--- config.mk ---
export PLATFORM = sky130hd
export DESIGN_NAME = regfile_scoreboard_flat
export DESIGN_NICKNAME = d
export VERILOG_FILES = /design/src/rtl/regfile_scoreboard_pkg.sv /design/src/rtl/regfile_scoreboard_if.sv /design/src/rtl/regfile_scoreboard_scoreboard.sv /design/src/rtl/regfile_scoreboard.sv /design/src/flat_wrapper.sv
export SDC_FILE = /design/constraint.sdc
export NUM_CORES = 2
export LEC_CHECK = 0
export BUFFER_PORTS_ARGS = -buffer_cell sky130_fd_sc_hd__buf_2
export CAP_MARGIN = 20
export CORE_ASPECT_RATIO = 0.8
export CORE_MARGIN = 5
export CORE_UTILIZATION = 60
export CTS_CLUSTER_DIAMETER = 30
export CTS_CLUSTER_SIZE = 20
export DETAILED_ROUTE_END_ITERATION = 10
export GPL_TIMING_DRIVEN = 0
export MAX_ROUTING_LAYER = met4
export PLACE_DENSITY = 0.76
export SLEW_MARGIN = 20
export SYNTH_ARGS = -nofsm -noshare
export SYNTH_HDL_FRONTEND = slang
export SYNTH_SLANG_ARGS = --single-unit
--- constraint.sdc ---
create_clock -name I_CLOCK -period 2.7 [get_ports I_CLOCK]
set_clock_uncertainty 0.05 [all_clocks]
set_input_delay 0.27 -clock I_CLOCK [delete_from_list [all_inputs] [get_ports I_CLOCK]]
set_output_delay 0.27 -clock I_CLOCK [all_outputs]
set_load 0.02 [all_outputs]
--- src/rtl/regfile_scoreboard_pkg.sv ---
// rtl/regfile_scoreboard_pkg.sv - shared widths, types and helpers for the register file scoreboard
package regfile_scoreboard_pkg;
  localparam int REG_WIDTH     = 16;
  localparam int VREG_WIDTH    = 64;
  localparam int OPCODE_WIDTH  = 8;
  localparam int REGFILE_DEPTH = 16;

  typedef logic [REG_WIDTH-1:0]     sreg_t;
  typedef logic [VREG_WIDTH-1:0]    vreg_t;
  typedef logic [REGFILE_DEPTH-1:0] mask_t;
  typedef logic [3:0]               ridx_t;

  function automatic mask_t idx_onehot(input ridx_t idx, input logic en);
    idx_onehot = en ? (mask_t'(1) << idx) : '0;
  endfunction
endpackage

--- src/rtl/regfile_scoreboard_if.sv ---
// rtl/regfile_scoreboard_if.sv - decode/writeback bus between the pipeline and the register file
interface regfile_scoreboard_if;
  import regfile_scoreboard_pkg::*;

  logic       I_LOCK;
  logic       I_WriteBackEnable;
  logic [5:0] I_WriteBackRegIdx;
  sreg_t      I_WriteBackData;
  logic       I_VWriteBackEnable;
  vreg_t      I_VWriteBackData;
  ridx_t      I_Src1Idx, I_Src2Idx, I_VSrc1Idx, I_VSrc2Idx;
  logic       I_Src1Valid, I_Src2Valid, I_VSrc1Valid, I_VSrc2Valid;
  logic       I_IssueEnable;
  logic       I_IssueVector;
  ridx_t      I_IssueDestIdx;
  sreg_t      O_Src1Data, O_Src2Data;
  vreg_t      O_VSrc1Data, O_VSrc2Data;
  logic       O_DepStall;
  mask_t      O_BusyMask, O_VBusyMask;

  modport master (
    output I_LOCK, I_WriteBackEnable, I_WriteBackRegIdx, I_WriteBackData,
           I_VWriteBackEnable, I_VWriteBackData,
           I_Src1Idx, I_Src2Idx, I_VSrc1Idx, I_VSrc2Idx,
           I_Src1Valid, I_Src2Valid, I_VSrc1Valid, I_VSrc2Valid,
           I_IssueEnable, I_IssueVector, I_IssueDestIdx,
    input  O_Src1Data, O_Src2Data, O_VSrc1Data, O_VSrc2Data,
           O_DepStall, O_BusyMask, O_VBusyMask
  );

  modport slave (
    input  I_LOCK, I_WriteBackEnable, I_WriteBackRegIdx, I_WriteBackData,
           I_VWriteBackEnable, I_VWriteBackData,
           I_Src1Idx, I_Src2Idx, I_VSrc1Idx, I_VSrc2Idx,
           I_Src1Valid, I_Src2Valid, I_VSrc1Valid, I_VSrc2Valid,
           I_IssueEnable, I_IssueVector, I_IssueDestIdx,
    output O_Src1Data, O_Src2Data, O_VSrc1Data, O_VSrc2Data,
           O_DepStall, O_BusyMask, O_VBusyMask
  );
endinterface

--- src/rtl/regfile_scoreboard_scoreboard.sv ---
// rtl/regfile_scoreboard_scoreboard.sv - scalar/vector busy masks and dependency stall
// Optional: REGFILE_WB_BYPASS_EN lets a same-cycle writeback release a RAW stall.
module regfile_scoreboard_scoreboard
  import regfile_scoreboard_pkg::*;
(
  input  logic  clk,
  input  logic  rst_n,
  input  logic  lock,
  input  logic  wb_en,
  input  logic  vwb_en,
  input  ridx_t wb_idx,
  input  ridx_t src1_idx,
  input  ridx_t src2_idx,
  input  ridx_t vsrc1_idx,
  input  ridx_t vsrc2_idx,
  input  logic  src1_valid,
  input  logic  src2_valid,
  input  logic  vsrc1_valid,
  input  logic  vsrc2_valid,
  input  logic  issue_en,
  input  logic  issue_vec,
  input  ridx_t issue_idx,
  output logic  dep_stall,
  output mask_t busy_mask,
  output mask_t vbusy_mask
);
  mask_t busy_q, busy_d, vbusy_q, vbusy_d;
  mask_t clr, vclr, set, vset, busy_src, vbusy_src;
  logic  waw;

  always_comb begin
    clr  = idx_onehot(wb_idx, lock & wb_en);
    vclr = idx_onehot(wb_idx, lock & vwb_en);
`ifdef REGFILE_WB_BYPASS_EN
    busy_src  = busy_q & ~clr;
    vbusy_src = vbusy_q & ~vclr;
`else
    busy_src  = busy_q;
    vbusy_src = vbusy_q;
`endif
    // WAW always sees the registered mask; only source reads may be forwarded
    waw = issue_en & (issue_vec ? vbusy_q[issue_idx] : busy_q[issue_idx]);
    dep_stall = (src1_valid  & busy_src[src1_idx])
              | (src2_valid  & busy_src[src2_idx])
              | (vsrc1_valid & vbusy_src[vsrc1_idx])
              | (vsrc2_valid & vbusy_src[vsrc2_idx])
              | waw;
    set  = idx_onehot(issue_idx, lock & issue_en & ~issue_vec & ~dep_stall);
    vset = idx_onehot(issue_idx, lock & issue_en &  issue_vec & ~dep_stall);
    busy_d  = (busy_q  & ~clr)  | set;
    vbusy_d = (vbusy_q & ~vclr) | vset;
  end

  always_ff @(posedge clk or negedge rst_n) begin
    if (!rst_n) begin
      busy_q  <= '0;
      vbusy_q <= '0;
    end else begin
      busy_q  <= busy_d;
      vbusy_q <= vbusy_d;
    end
  end

  assign busy_mask  = busy_q;
  assign vbusy_mask = vbusy_q;
endmodule

--- src/rtl/regfile_scoreboard.sv ---
// rtl/regfile_scoreboard.sv - 16 scalar + 16 vector registers with issue scoreboard
// Optional: REGFILE_WB_BYPASS_EN forwards same-cycle writeback data to matching read ports.
module regfile_scoreboard
  import regfile_scoreboard_pkg::*;
(
  input  logic I_CLOCK,
  input  logic I_RESET_N,
  regfile_scoreboard_if.slave rf
);
  sreg_t regs_q  [REGFILE_DEPTH];
  sreg_t regs_d  [REGFILE_DEPTH];
  vreg_t vregs_q [REGFILE_DEPTH];
  vreg_t vregs_d [REGFILE_DEPTH];
  ridx_t wb_idx;
  logic  wr_s, wr_v, fwd_s, fwd_v;
  logic [1:0] unused_idx_bits;

  assign wb_idx          = rf.I_WriteBackRegIdx[3:0];
  assign unused_idx_bits = rf.I_WriteBackRegIdx[5:4];
  assign wr_s            = rf.I_LOCK & rf.I_WriteBackEnable;
  assign wr_v            = rf.I_LOCK & rf.I_VWriteBackEnable;

`ifdef REGFILE_WB_BYPASS_EN
  // Gated by reset so reads stay zero while the array is held cleared
  assign fwd_s = I_RESET_N & wr_s;
  assign fwd_v = I_RESET_N & wr_v;
`else
  assign fwd_s = 1'b0;
  assign fwd_v = 1'b0;
`endif

  always_comb begin
    regs_d  = regs_q;
    vregs_d = vregs_q;
    if (wr_s) regs_d[wb_idx]  = rf.I_WriteBackData;
    if (wr_v) vregs_d[wb_idx] = rf.I_VWriteBackData;
  end

  always_ff @(posedge I_CLOCK or negedge I_RESET_N) begin
    if (!I_RESET_N) begin
      for (int i = 0; i < REGFILE_DEPTH; i++) begin
        regs_q[i]  <= '0;
        vregs_q[i] <= '0;
      end
    end else begin
      regs_q  <= regs_d;
      vregs_q <= vregs_d;
    end
  end

  assign rf.O_Src1Data  = (fwd_s && wb_idx == rf.I_Src1Idx)  ? rf.I_WriteBackData  : regs_q[rf.I_Src1Idx];
  assign rf.O_Src2Data  = (fwd_s && wb_idx == rf.I_Src2Idx)  ? rf.I_WriteBackData  : regs_q[rf.I_Src2Idx];
  assign rf.O_VSrc1Data = (fwd_v && wb_idx == rf.I_VSrc1Idx) ? rf.I_VWriteBackData : vregs_q[rf.I_VSrc1Idx];
  assign rf.O_VSrc2Data = (fwd_v && wb_idx == rf.I_VSrc2Idx) ? rf.I_VWriteBackData : vregs_q[rf.I_VSrc2Idx];

  regfile_scoreboard_scoreboard u_scoreboard (
    .clk         (I_CLOCK),
    .rst_n       (I_RESET_N),
    .lock        (rf.I_LOCK),
    .wb_en       (rf.I_WriteBackEnable),
    .vwb_en      (rf.I_VWriteBackEnable),
    .wb_idx      (wb_idx),
    .src1_idx    (rf.I_Src1Idx),
    .src2_idx    (rf.I_Src2Idx),
    .vsrc1_idx   (rf.I_VSrc1Idx),
    .vsrc2_idx   (rf.I_VSrc2Idx),
    .src1_valid  (rf.I_Src1Valid),
    .src2_valid  (rf.I_Src2Valid),
    .vsrc1_valid (rf.I_VSrc1Valid),
    .vsrc2_valid (rf.I_VSrc2Valid),
    .issue_en    (rf.I_IssueEnable),
    .issue_vec   (rf.I_IssueVector),
    .issue_idx   (rf.I_IssueDestIdx),
    .dep_stall   (rf.O_DepStall),
    .busy_mask   (rf.O_BusyMask),
    .vbusy_mask  (rf.O_VBusyMask)
  );
endmodule

--- src/flat_wrapper.sv ---
// flat-port wrapper written by rule: the top's interface ports become plain ports
module regfile_scoreboard_flat import regfile_scoreboard_pkg::*;
  (I_CLOCK, I_RESET_N, rf_I_LOCK, rf_I_WriteBackEnable, rf_I_WriteBackRegIdx, rf_I_WriteBackData, rf_I_VWriteBackEnable, rf_I_VWriteBackData, rf_I_Src1Idx, rf_I_Src2Idx, rf_I_VSrc1Idx, rf_I_VSrc2Idx, rf_I_Src1Valid, rf_I_Src2Valid, rf_I_VSrc1Valid, rf_I_VSrc2Valid, rf_I_IssueEnable, rf_I_IssueVector, rf_I_IssueDestIdx, rf_O_Src1Data, rf_O_Src2Data, rf_O_VSrc1Data, rf_O_VSrc2Data, rf_O_DepStall, rf_O_BusyMask, rf_O_VBusyMask);
  regfile_scoreboard_if rf_i ();
  input  logic I_CLOCK;
  input  logic I_RESET_N;
  input wire logic [$bits(rf_i.I_LOCK)-1:0] rf_I_LOCK;
  input wire logic [$bits(rf_i.I_WriteBackEnable)-1:0] rf_I_WriteBackEnable;
  input wire logic [$bits(rf_i.I_WriteBackRegIdx)-1:0] rf_I_WriteBackRegIdx;
  input wire logic [$bits(rf_i.I_WriteBackData)-1:0] rf_I_WriteBackData;
  input wire logic [$bits(rf_i.I_VWriteBackEnable)-1:0] rf_I_VWriteBackEnable;
  input wire logic [$bits(rf_i.I_VWriteBackData)-1:0] rf_I_VWriteBackData;
  input wire logic [$bits(rf_i.I_Src1Idx)-1:0] rf_I_Src1Idx;
  input wire logic [$bits(rf_i.I_Src2Idx)-1:0] rf_I_Src2Idx;
  input wire logic [$bits(rf_i.I_VSrc1Idx)-1:0] rf_I_VSrc1Idx;
  input wire logic [$bits(rf_i.I_VSrc2Idx)-1:0] rf_I_VSrc2Idx;
  input wire logic [$bits(rf_i.I_Src1Valid)-1:0] rf_I_Src1Valid;
  input wire logic [$bits(rf_i.I_Src2Valid)-1:0] rf_I_Src2Valid;
  input wire logic [$bits(rf_i.I_VSrc1Valid)-1:0] rf_I_VSrc1Valid;
  input wire logic [$bits(rf_i.I_VSrc2Valid)-1:0] rf_I_VSrc2Valid;
  input wire logic [$bits(rf_i.I_IssueEnable)-1:0] rf_I_IssueEnable;
  input wire logic [$bits(rf_i.I_IssueVector)-1:0] rf_I_IssueVector;
  input wire logic [$bits(rf_i.I_IssueDestIdx)-1:0] rf_I_IssueDestIdx;
  output wire logic [$bits(rf_i.O_Src1Data)-1:0] rf_O_Src1Data;
  output wire logic [$bits(rf_i.O_Src2Data)-1:0] rf_O_Src2Data;
  output wire logic [$bits(rf_i.O_VSrc1Data)-1:0] rf_O_VSrc1Data;
  output wire logic [$bits(rf_i.O_VSrc2Data)-1:0] rf_O_VSrc2Data;
  output wire logic [$bits(rf_i.O_DepStall)-1:0] rf_O_DepStall;
  output wire logic [$bits(rf_i.O_BusyMask)-1:0] rf_O_BusyMask;
  output wire logic [$bits(rf_i.O_VBusyMask)-1:0] rf_O_VBusyMask;
  assign rf_i.I_LOCK = rf_I_LOCK;
  assign rf_i.I_WriteBackEnable = rf_I_WriteBackEnable;
  assign rf_i.I_WriteBackRegIdx = rf_I_WriteBackRegIdx;
  assign rf_i.I_WriteBackData = rf_I_WriteBackData;
  assign rf_i.I_VWriteBackEnable = rf_I_VWriteBackEnable;
  assign rf_i.I_VWriteBackData = rf_I_VWriteBackData;
  assign rf_i.I_Src1Idx = rf_I_Src1Idx;
  assign rf_i.I_Src2Idx = rf_I_Src2Idx;
  assign rf_i.I_VSrc1Idx = rf_I_VSrc1Idx;
  assign rf_i.I_VSrc2Idx = rf_I_VSrc2Idx;
  assign rf_i.I_Src1Valid = rf_I_Src1Valid;
  assign rf_i.I_Src2Valid = rf_I_Src2Valid;
  assign rf_i.I_VSrc1Valid = rf_I_VSrc1Valid;
  assign rf_i.I_VSrc2Valid = rf_I_VSrc2Valid;
  assign rf_i.I_IssueEnable = rf_I_IssueEnable;
  assign rf_i.I_IssueVector = rf_I_IssueVector;
  assign rf_i.I_IssueDestIdx = rf_I_IssueDestIdx;
  assign rf_O_Src1Data = rf_i.O_Src1Data;
  assign rf_O_Src2Data = rf_i.O_Src2Data;
  assign rf_O_VSrc1Data = rf_i.O_VSrc1Data;
  assign rf_O_VSrc2Data = rf_i.O_VSrc2Data;
  assign rf_O_DepStall = rf_i.O_DepStall;
  assign rf_O_BusyMask = rf_i.O_BusyMask;
  assign rf_O_VBusyMask = rf_i.O_VBusyMask;
  regfile_scoreboard u_core (.I_CLOCK(I_CLOCK), .I_RESET_N(I_RESET_N), .rf(rf_i));
endmodule
==> impl_metrics.xml <==
<?xml version="1.0" encoding="UTF-8"?>
<metrics>
  <group name="route">
    <metric name="total_drc_errors_in_the_routed_layout" unit="">0</metric>
    <metric name="wl" unit="um">212000</metric>
    <metric name="via_per_inst" unit="">6.95</metric>
    <metric name="initialDrtViolationCount" unit="">4982</metric>
    <metric name="route.detailed.wl_per_inst" unit="um">32.7</metric>
    <metric name="detail_route.first_pass.iterations" unit="">7</metric>
    <metric name="ant_nets" unit="">0</metric>
    <metric name="via_count" unit="">45100</metric>
  </group>
  <group name="synthesis">
    <metric name="yosys_warnings" unit="">0</metric>
    <metric name="syn-cell-area" unit="um2">68700</metric>
    <metric name="syn-num-nets" unit="">4153</metric>
    <metric name="synth.avg_cell_area" unit="um2">17.0</metric>
    <metric name="ys_seq_area_frac" unit="">0.478</metric>
    <metric name="ys_seq_elements" unit="">1312</metric>
    <metric name="postSynthCellCount" unit="">4036</metric>
    <metric name="yosysUniqueCellTypes" unit="">41</metric>
  </group>
  <group name="floorplanning">
    <metric name="initial_utilization" unit="">0.602</metric>
    <metric name="die_x" unit="um">388</metric>
    <metric name="design.portCount" unit="">310</metric>
    <metric name="rows" unit="">111</metric>
    <metric name="die_area" unit="um2">121000</metric>
    <metric name="chipHeight" unit="um">313</metric>
    <metric name="placeableCoreArea" unit="um2">114000</metric>
  </group>
  <group name="final_layout">
    <metric name="fin_area" unit="um2">84300</metric>
    <metric name="layout.cells.most_common_list" unit="">dfrtp_1 (1293), mux2_2 (1281), mux4_2 (817), buf_2 (246), clkbuf_16 (229)</metric>
    <metric name="multiInputGateArea" unit="um2">34100</metric>
    <metric name="design.final.nets" unit="">4861</metric>
    <metric name="final_layout_size_suffix_gt1_frac" unit="">0.648</metric>
    <metric name="area_growth_synth_to_finish" unit="%">22.7</metric>
    <metric name="ff_latch_area" unit="um2">32900</metric>
    <metric name="layout.cells.most_common" unit="">dfrtp_1</metric>
    <metric name="fill_cells" unit="">6869</metric>
  </group>
  <group name="critical_path">
    <metric name="critical_path_arrival" unit="ns">2.93</metric>
    <metric name="end_kind" unit="">output pin</metric>
    <metric name="crit_path_top_delay_cell" unit="">mux4_2</metric>
    <metric name="critical_path.max_stage_delay" unit="ns">0.50</metric>
    <metric name="cp.required" unit="ns">2.38</metric>
    <metric name="path_class" unit="">reg -&gt; out</metric>
    <metric name="worst_setup_path_start_kind" unit="">flop</metric>
    <metric name="critical_path.cell_chain" unit="">mux4_2 -&gt; mux2i_1 -&gt; o22a_2 -&gt; and3_1 -&gt; nand4_1 -&gt; buf_6</metric>
    <metric name="path_max_fanout" unit="">5</metric>
  </group>
  <group name="timing">
    <metric name="worst_slew_margin_rel" unit="">0.148</metric>
    <metric name="final_min_period_over_clock_period" unit="">1.21</metric>
    <metric name="postLayoutSetupSlackWorst" unit="ns">-0.554</metric>
    <metric name="finalSetupViolations" unit="">207</metric>
    <metric name="rsz_0062_raised_after_global_routing" unit="">yes</metric>
    <metric name="fin_crit" unit="ns">3.25</metric>
    <metric name="timing.final.hold_violations" unit="">0</metric>
    <metric name="slew_violations" unit="">0</metric>
    <metric name="fmaxAchievable" unit="MHz">307</metric>
    <metric name="tightest_slew" unit="ns">1.27</metric>
  </group>
  <group name="placed_design">
    <metric name="weighted_congestion_reported_at_the_end_of_routability_driven_placement" unit="">0.891</metric>
    <metric name="place_area" unit="um2">72500</metric>
    <metric name="hpwl" unit="um">136000</metric>
    <metric name="pre_cts_slack" unit="ns">-1.01</metric>
    <metric name="placement.io_buffers" unit="">292</metric>
  </group>
  <group name="global_route">
    <metric name="grt.total_usage" unit="">0.364</metric>
    <metric name="grt_start_max_net_pins" unit="">134</metric>
    <metric name="antenna_violations_before_repair" unit="">17</metric>
    <metric name="via_count_of_the_first_global_routing_pass" unit="">47500</metric>
    <metric name="grt_first_pass_wirelength" unit="um">316000</metric>
    <metric name="grt.overflow.total" unit="">0</metric>
  </group>
  <group name="clock_network">
    <metric name="cts.root.buffer_cell" unit="">clkbuf_16</metric>
    <metric name="cts-root-to-sink-buffers" unit="">3</metric>
    <metric name="cts_buffers" unit="">228</metric>
    <metric name="cts_tree" unit="">done</metric>
    <metric name="clock_latency" unit="ns">0.84</metric>
    <metric name="ctsHtreeMaxLevel" unit="">4</metric>
    <metric name="tritoncts_num_sinks" unit="">1312</metric>
    <metric name="clk_pin_slew" unit="ns">0.05</metric>
  </group>
  <group name="power">
    <metric name="power_density" unit="nW/um2">867</metric>
    <metric name="cellLeakagePower" unit="nW">36.5</metric>
    <metric name="ir_worst_vdd" unit="V">0.000897</metric>
  </group>
  <group name="status">
    <metric name="violations" unit="">negative setup slack</metric>
    <metric name="status" unit="">complete, but fails checks</metric>
  </group>
  <group name="run">
    <metric name="maxCapViolCount" unit="">0</metric>
  </group>
  <group name="min_path">
    <metric name="worstHoldPathType" unit="">in -&gt; async</metric>
  </group>
</metrics>
[power by group]
part / switching (mW) / internal, mW
registers: 2.95 / 23.6
logic: 6.23 / 9.16
clock network: 10.9 / 20.2
total: 20.1 / 53.0
[cells by family (layout without fill, tap and decap cells)]
family / after synthesis / in the layout / share of synthesized area
flip-flops: 1312 / 1312 / 0.478
multiplexers: 2112 / 2112 / 0.480
buffers and inverters: 425 / 1335 / 0.0270
other: 0 / 13 / 0
AND/OR/NAND/NOR: 126 / 126 / 0.00903
AO/OA/AOI/OAI: 61 / 61 / 0.00572
[what timing repair did]
item                                   4_1_cts  5_1_grt
resized for setup                          542      134
setup endpoints to repair                  161      356
buffers inserted                            46       23
pin swaps                                    2        4
endpoints found under the hold margin      878        0
hold buffers                               101        0
[area by class of cell]
cell class | instances | area share
inverters | 20 | 0.000891
clock inverters | 158 | 0.0272
well taps | 1525 | 0.0226
repair buffers | 482 | 0.0528
multi-input cells | 2299 | 0.404
clock buffers | 274 | 0.0733
plain buffers | 401 | 0.0286
diodes | 13 | 0.000386
flip-flops and latches | 1312 | 0.390
[final timing paths]
| check | start | depth (start not counted) | slack, ns | end |
|---|---|---|---|---|
| max in group asynchronous | I_RESET_N | 6 | 0.45 | u_core.vregs_q[119] |
| setup reg to reg | u_core.u_scoreboard.busy_mask[7] | 8 | 0.07 | u_core.u_scoreboard.busy_mask[7] |
| hold reg to reg | u_core.vregs_q[622] | 1 | 0.47 | u_core.vregs_q[622] |
| min in group I_CLOCK | rf_I_WriteBackRegIdx[0] | 5 | 0.09 | u_core.u_scoreboard.busy_mask[13] |
| hold / removal | I_RESET_N | 3 | 0.03 | u_core.vregs_q[782] |
| setup / recovery | u_core.u_scoreboard.busy_mask[15] | 6 | -0.55 | rf_O_DepStall |
[per-stage QoR]
step                      std cells  hold WS [ns]  power (mW)   util  TNS [ns]
after global placement         5853         0.451        39.7  0.631         -
after global routing           6482        0.0787        75.5  0.738    -11.40
after detailed placement       5874         0.147        40.3  0.635   -282.47
after CTS                      6453       0.00988        72.8  0.735    -16.90
after floorplan                4036       -0.0756        35.7      -         0
final                          6484        0.0299        73.0  0.738    -11.50
[Yosys cell counts]
master        n  area, um2
a2111oi_0     1       8.76
a22oi_1       2       15.0
a31oi_1       1       6.26
a32o_2        1       11.3
a32oi_1       1       8.76
a41o_1        1       10.0
and3_1        3       18.8
buf_1        27        101
buf_2       167        836
buf_6         6       67.6
clkbuf_1    203        762
clkbuf_2      2       10.0
dfrtp_1    1312      32800
inv_1        20       75.1
mux2_2     1283      14400
mux2i_1      11        110
mux4_1        5        131
mux4_2      813      18300
nand2_1      24       90.1
nand2b_1      4       25.0
nand3_1      39        195
nand3b_1      1       7.51
nand4_1       3       18.8
nor2_1       30        113
nor2b_1       5       31.3
nor3_1        6       30.0
nor3b_1       5       37.5
nor3b_2       1       12.5
nor4_1        1       6.26
nor4_2        1       12.5
nor4bb_1      1       10.0
o2111ai_1     4       35.0
o211ai_1      1       7.51
o21ai_0      15       75.1
o21ai_1      16       80.1
o22a_1        1       8.76
o22ai_1      13       81.3
o22ai_2       2       25.0
o311a_2       1       11.3
o311ai_0      1       8.76
or2_2         2       12.5
[routing by layer]
| layer | vias to the layer above | routed length, um | GRT usage | share of wire |
|---|---|---|---|---|
| met2 | 2562 | 97600 | 0.526 | 0.46 |
| met3 | 606 | 23200 | 0.118 | 0.11 |
| met1 | 24400 | 81600 | 0.482 | 0.38 |
| li1 | 17500 | - | - | - |
| met5 | - | 0 | - | 0 |
| met4 | 0 | 9660 | 0.156 | 0.046 |
[critical path, delay by kind of cell, from the launching register on]
family	cells	cell delay, ns
AO/OA/AOI/OAI	1	0.23
buffers and inverters	1	0.24
flip-flops	1	0.46
multiplexers	2	0.69
AND/OR/NAND/NOR	2	0.46
[registers in the layout, indices dropped and copies added, names as in the netlist]
| name | count |
|---|---|
| u_core.vregs_q | 1024 |
| u_core.u_scoreboard.busy_mask | 16 |
| u_core.regs_q | 256 |
| u_core.u_scoreboard.vbusy_mask | 16 |
Power figures use the tool's default switching activity.
